===== config.mk =====
export PLATFORM = sky130hd
export DESIGN_NAME = sm_accumulator
export DESIGN_NICKNAME = d
export VERILOG_FILES = /design/src/rtl/sm_accumulator.sv
export SDC_FILE = /design/constraint.sdc
export NUM_CORES = 1
export LEC_CHECK = 0
export ABC_AREA = 1
export BUFFER_PORTS_ARGS = -buffer_cell sky130_fd_sc_hd__buf_4
export CORE_ASPECT_RATIO = 1.2
export CORE_MARGIN = 3
export CORE_UTILIZATION = 45
export DETAILED_ROUTE_END_ITERATION = 6
export PLACE_DENSITY_LB_ADDON = 0.12
export SETUP_SLACK_MARGIN = 0.15
export SYNTH_ARGS = -nofsm -noshare
export SYNTH_HDL_FRONTEND = slang
export SYNTH_SLANG_ARGS = --single-unit

===== constraint.sdc =====
create_clock -name clk -period 3.7 [get_ports clk]
set_input_delay 0.37 -clock clk [delete_from_list [all_inputs] [get_ports clk]]
set_output_delay 0.37 -clock clk [all_outputs]
set_load 0.05 [all_outputs]

===== src/rtl/sm_accumulator.sv =====
// Sign-magnitude accumulator: sums a burst of sign-magnitude operands in a guarded
// two's-complement register. Optional build macro SM_ACC_SATURATE_EN clamps an overflowed result.
module sm_accumulator #(
    parameter int WIDTH = 21,
    parameter int GUARD = 8,
    parameter int CNT_W = 8
) (
    input  logic             clk,
    input  logic             rst,
    input  logic             in_valid,
    output logic             in_ready,
    input  logic [WIDTH-1:0] in_data,
    input  logic             in_last,
    output logic             out_valid,
    input  logic             out_ready,
    output logic [WIDTH-1:0] out_data,
    output logic             out_overflow,
    output logic [CNT_W-1:0] out_count
);

    localparam int AW = WIDTH + GUARD;
    localparam int MW = WIDTH - 1;
    localparam logic [CNT_W-1:0] CNT_MAX = {CNT_W{1'b1}};

    typedef enum logic [1:0] {
        IDLE = 2'd0,
        ACC  = 2'd1,
        DONE = 2'd2
    } state_t;

    state_t           state_q, state_d;
    logic [AW-1:0]    acc_q, acc_d;
    logic [CNT_W-1:0] cnt_q, cnt_d;
    logic [WIDTH-1:0] res_data_q, res_data_d;
    logic             res_ovf_q, res_ovf_d;
    logic [CNT_W-1:0] res_cnt_q, res_cnt_d;

    logic             accept;
    logic [AW-1:0]    mag_ext;
    logic [AW-1:0]    operand;
    logic [AW-1:0]    acc_base;
    logic [AW-1:0]    sum;
    logic [CNT_W-1:0] cnt_next;
    logic             res_neg;
    logic [AW-1:0]    res_mag;
    logic             res_ovf;
    logic [MW-1:0]    res_mag_out;
    logic [WIDTH-1:0] res_data;

    assign in_ready  = (state_q != DONE);
    assign out_valid = (state_q == DONE);
    assign accept    = in_valid && in_ready;

    // Negating a zero magnitude yields zero, so negative zero needs no special case.
    assign mag_ext = {{(AW-MW){1'b0}}, in_data[MW-1:0]};
    assign operand = in_data[WIDTH-1] ? (~mag_ext + AW'(1)) : mag_ext;

    // The first beat of a sum loads rather than adds, so no stale total survives.
    assign acc_base = (state_q == IDLE) ? '0 : acc_q;
    assign sum      = acc_base + operand;

    assign cnt_next = (state_q == IDLE) ? CNT_W'(1)
                    : (cnt_q == CNT_MAX) ? cnt_q
                    : cnt_q + CNT_W'(1);

    assign res_neg = sum[AW-1];
    assign res_mag = res_neg ? (~sum + AW'(1)) : sum;
    assign res_ovf = |res_mag[AW-1:MW];

`ifdef SM_ACC_SATURATE_EN
    assign res_mag_out = res_ovf ? {MW{1'b1}} : res_mag[MW-1:0];
`else
    assign res_mag_out = res_mag[MW-1:0];
`endif

    assign res_data = {res_neg, res_mag_out};

    always_comb begin
        // NOTE: every signal gets a default first so no path through the case infers a latch.
        state_d    = state_q;
        acc_d      = acc_q;
        cnt_d      = cnt_q;
        res_data_d = res_data_q;
        res_ovf_d  = res_ovf_q;
        res_cnt_d  = res_cnt_q;

        case (state_q)
            IDLE, ACC: begin
                if (accept) begin
                    acc_d = sum;
                    cnt_d = cnt_next;
                    if (in_last) begin
                        state_d    = DONE;
                        res_data_d = res_data;
                        res_ovf_d  = res_ovf;
                        res_cnt_d  = cnt_next;
                    end else begin
                        state_d = ACC;
                    end
                end
            end
            DONE: begin
                if (out_ready) begin
                    state_d = IDLE;
                end
            end
            default: state_d = IDLE;
        endcase
    end

    always_ff @(posedge clk) begin
        // NOTE: non-blocking assignments keep every register sampling pre-edge values.
        if (rst) begin
            state_q    <= IDLE;
            acc_q      <= '0;
            cnt_q      <= '0;
            res_data_q <= '0;
            res_ovf_q  <= 1'b0;
            res_cnt_q  <= '0;
        end else begin
            state_q    <= state_d;
            acc_q      <= acc_d;
            cnt_q      <= cnt_d;
            res_data_q <= res_data_d;
            res_ovf_q  <= res_ovf_d;
            res_cnt_q  <= res_cnt_d;
        end
    end

    assign out_data     = res_data_q;
    assign out_overflow = res_ovf_q;
    assign out_count    = res_cnt_q;

endmodule


==> out/metrics.cfg <==
[sta]
hold_violations=0
fin_crit_ps=3490
rsz0062_at_grt=true
slew-limit-headroom_pct=36.3
setup_viol=0
slew_viol_final=0
clock_skew_ps=12.1
fin_crit_sh_pct=94.4
fmax_ghz=0.286
tightest_slew_ps=955

[floorplan]
fp.coreArea_sq_um=13500
initial_core_util_pct=47.0
rows=46
dieArea_sq_um=15600
die_w_um=115
io_pins=58
die_h_um=136

[clocking]
cts_root_buffer=clkbuf_16
cts_tree=built
worstSkewPairLatency_ps=330
clk_pin_slew_ps=50
cts-buffers-inserted=9
clock_path_buffers=2
htreeDepth=3
postCtsHoldBufs=0
clock_sinks=69

[logic_synthesis]
ys.flop_type=dfxtp_1
yosysWarnings=0
synth-seq-area-share_pct=21.7
syn_nets=1159
syn_area_sq_um=6360
syn-instance-count=1101
synth_cell_types=40
synth-async-reset-ratio_pct=0
synth_edf_count=0
synth_area_per_cell_sq_um=5.78
ys_ff_latch=69

[outcome]
status=finished clean

[layout]
fin_area_sq_um=8900
mostFrequentLayoutCells=nand2_1, buf_4, inv_1, nor2_1, dfxtp_1
layout_commonest_cell=nand2_1
area_growth_pct=39.9
nNetsFinal=1357
drive_above_1_share_pct=29.5
diodes=0

[critical_path]
path_class=primary input to flip-flop
end_kind=flip-flop
r2r_end=out_overflow
cp.arrival_ps=3710
cp.required_ps=3920
slowest_delay_ps=310
crit_path_max_fanout=4
crit_top_cell=nor2_1
rrSetupSlack_ps=320
cp-start-kind=primary input
cpLargestDelayFamily=simple AND/OR/NAND/NOR gates
critPathBufInv=4
slowest_stage=ha_1
r2r_start=state_q[1]
r2r_cells=22

[hold_path]
hold_class=primary input to flip-flop
hold_depth=2
hp-start=in_valid
holdPathEnd=state_q[0]

[flow_run]
cap_violations=0

[global_routing]
grt.total_usage_pct=24.4
overflow=0
grt_antenna_before_repair=0
grt_max_degree=53
grt_pass1_vias=6701
grt_pass1_wl_um=31100

[detailed_routing]
vias=7257
vias_per_cell=4.93
drtAntennaViolNets=0
routedWlPerCell_um=13.0
dr.pass1.iters=6
drt-total-wl_um=19200
drc=0
first_iter_violations=524

[placed_design]
placed_area_sq_um=7960
dp_hpwl_um=14900
routabilityCongestion=0.906
portBuffers=57

[power]
p_leak_nw=4.82
powerDensity_nw_per_um2=356
ir_drop_mv=0.478
total_power_mw=3.17

## flip-flops by register name, indices dropped and copies added, names as in the netlist
signal and flops:
out_overflow 1, out_count 8, state_q 2, cnt_q 8, acc_q 29, out_data 21
## cells by family (layout without fill, tap and decap cells)
family / count (synthesis) / count (layout) / share of synthesized area, %
compound gates: 173 / 173 / 14.3
buf+inv: 233 / 436 / 14.1
fa+ha+maj: 32 / 32 / 6.41
simple gates: 554 / 554 / 38.0
flops: 69 / 69 / 21.7
xor+xnor: 40 / 40 / 5.51
## repair_timing
item                                   CTS  global route
gates resized for setup                 43            90
buffers inserted                         7             8
setup endpoints to repair               21            22
endpoints found under the hold margin    0             0
gates cloned                             0             1
pin swaps                               24            43
## worst max path at each step
stage,to,slack [ps],from,depth (start not counted)
3_3_place_gp,out_overflow,-450,in_data[2],26
3_5_place_dp,out_overflow,-470,in_data[2],26
5_1_grt,out_overflow,-20,in_data[2],27
6_report,out_overflow,210,in_data[2],27
4_1_cts,out_overflow,150,in_data[0],26
2_1_floorplan,out_overflow,180,in_data[2],27
## power by group
group	total, mW	switching [mW]	internal (mW)
Clock	0.927	0.336	0.590
Combinational	1.40	0.834	0.568
Sequential	0.838	0.0283	0.809
## synth_stat cells (2+ instances only)
cell      instances  area [sq um]
nor3_1            9          45.0
o211ai_1          8          60.1
nand3_2           6          60.1
nand3b_1          5          37.5
clkbuf_1         23          86.3
buf_6             2          22.5
nor2_1          129           484
ha_1             31           388
o21ai_0          74           370
a21oi_1          81           405
or2_2             2          12.5
and2_1            3          18.8
inv_1           199           747
xor2_1           34           298
o21bai_1          3          22.5
nor2_2            9          56.3
nand2_2          22           138
dfxtp_1          69          1380
nand4_1          15          93.8
nand2_1         279          1050
nor4_1            2          12.5
o21a_1            2          15.0
xnor2_1           6          52.6
inv_2             6          22.5
nand3_1          63           315
nor2_4            5          56.3
## area by class of cell
class / count / area [sq um]
clock buffers: 10 / 229
clock inverters: 6 / 87.6
fillers: 1312 / 4630
inverters: 206 / 773
multi-input cells: 799 / 4600
flip-flops and latches: 69 / 1380
well taps: 168 / 210
repair buffers: 214 / 1620
## metal layers
layer  part of all wire (%)  track usage (%)  vias up
li1                       -                -     3842
met1                     47             32.5     3243
met2                     47             41.8      145
met3                    4.0             2.49       27
met4                    2.1             6.27        0
met5                      0                0        -
## metrics by stage
stage                     hold slack, ps  instances  setup slack, ps  TNS [ps]  utilization, %
after floorplan                      430       1101              180         0               -
after global placement               446       1440             -453     -4590            58.9
after detailed placement             451       1440             -466     -6720            58.9
after CTS                            230       1463              151         0            62.8
after global routing                 251       1472            -21.2     -21.2            65.8
final                                239       1472              207         0            65.8
(Power assumes the default switching activity.)
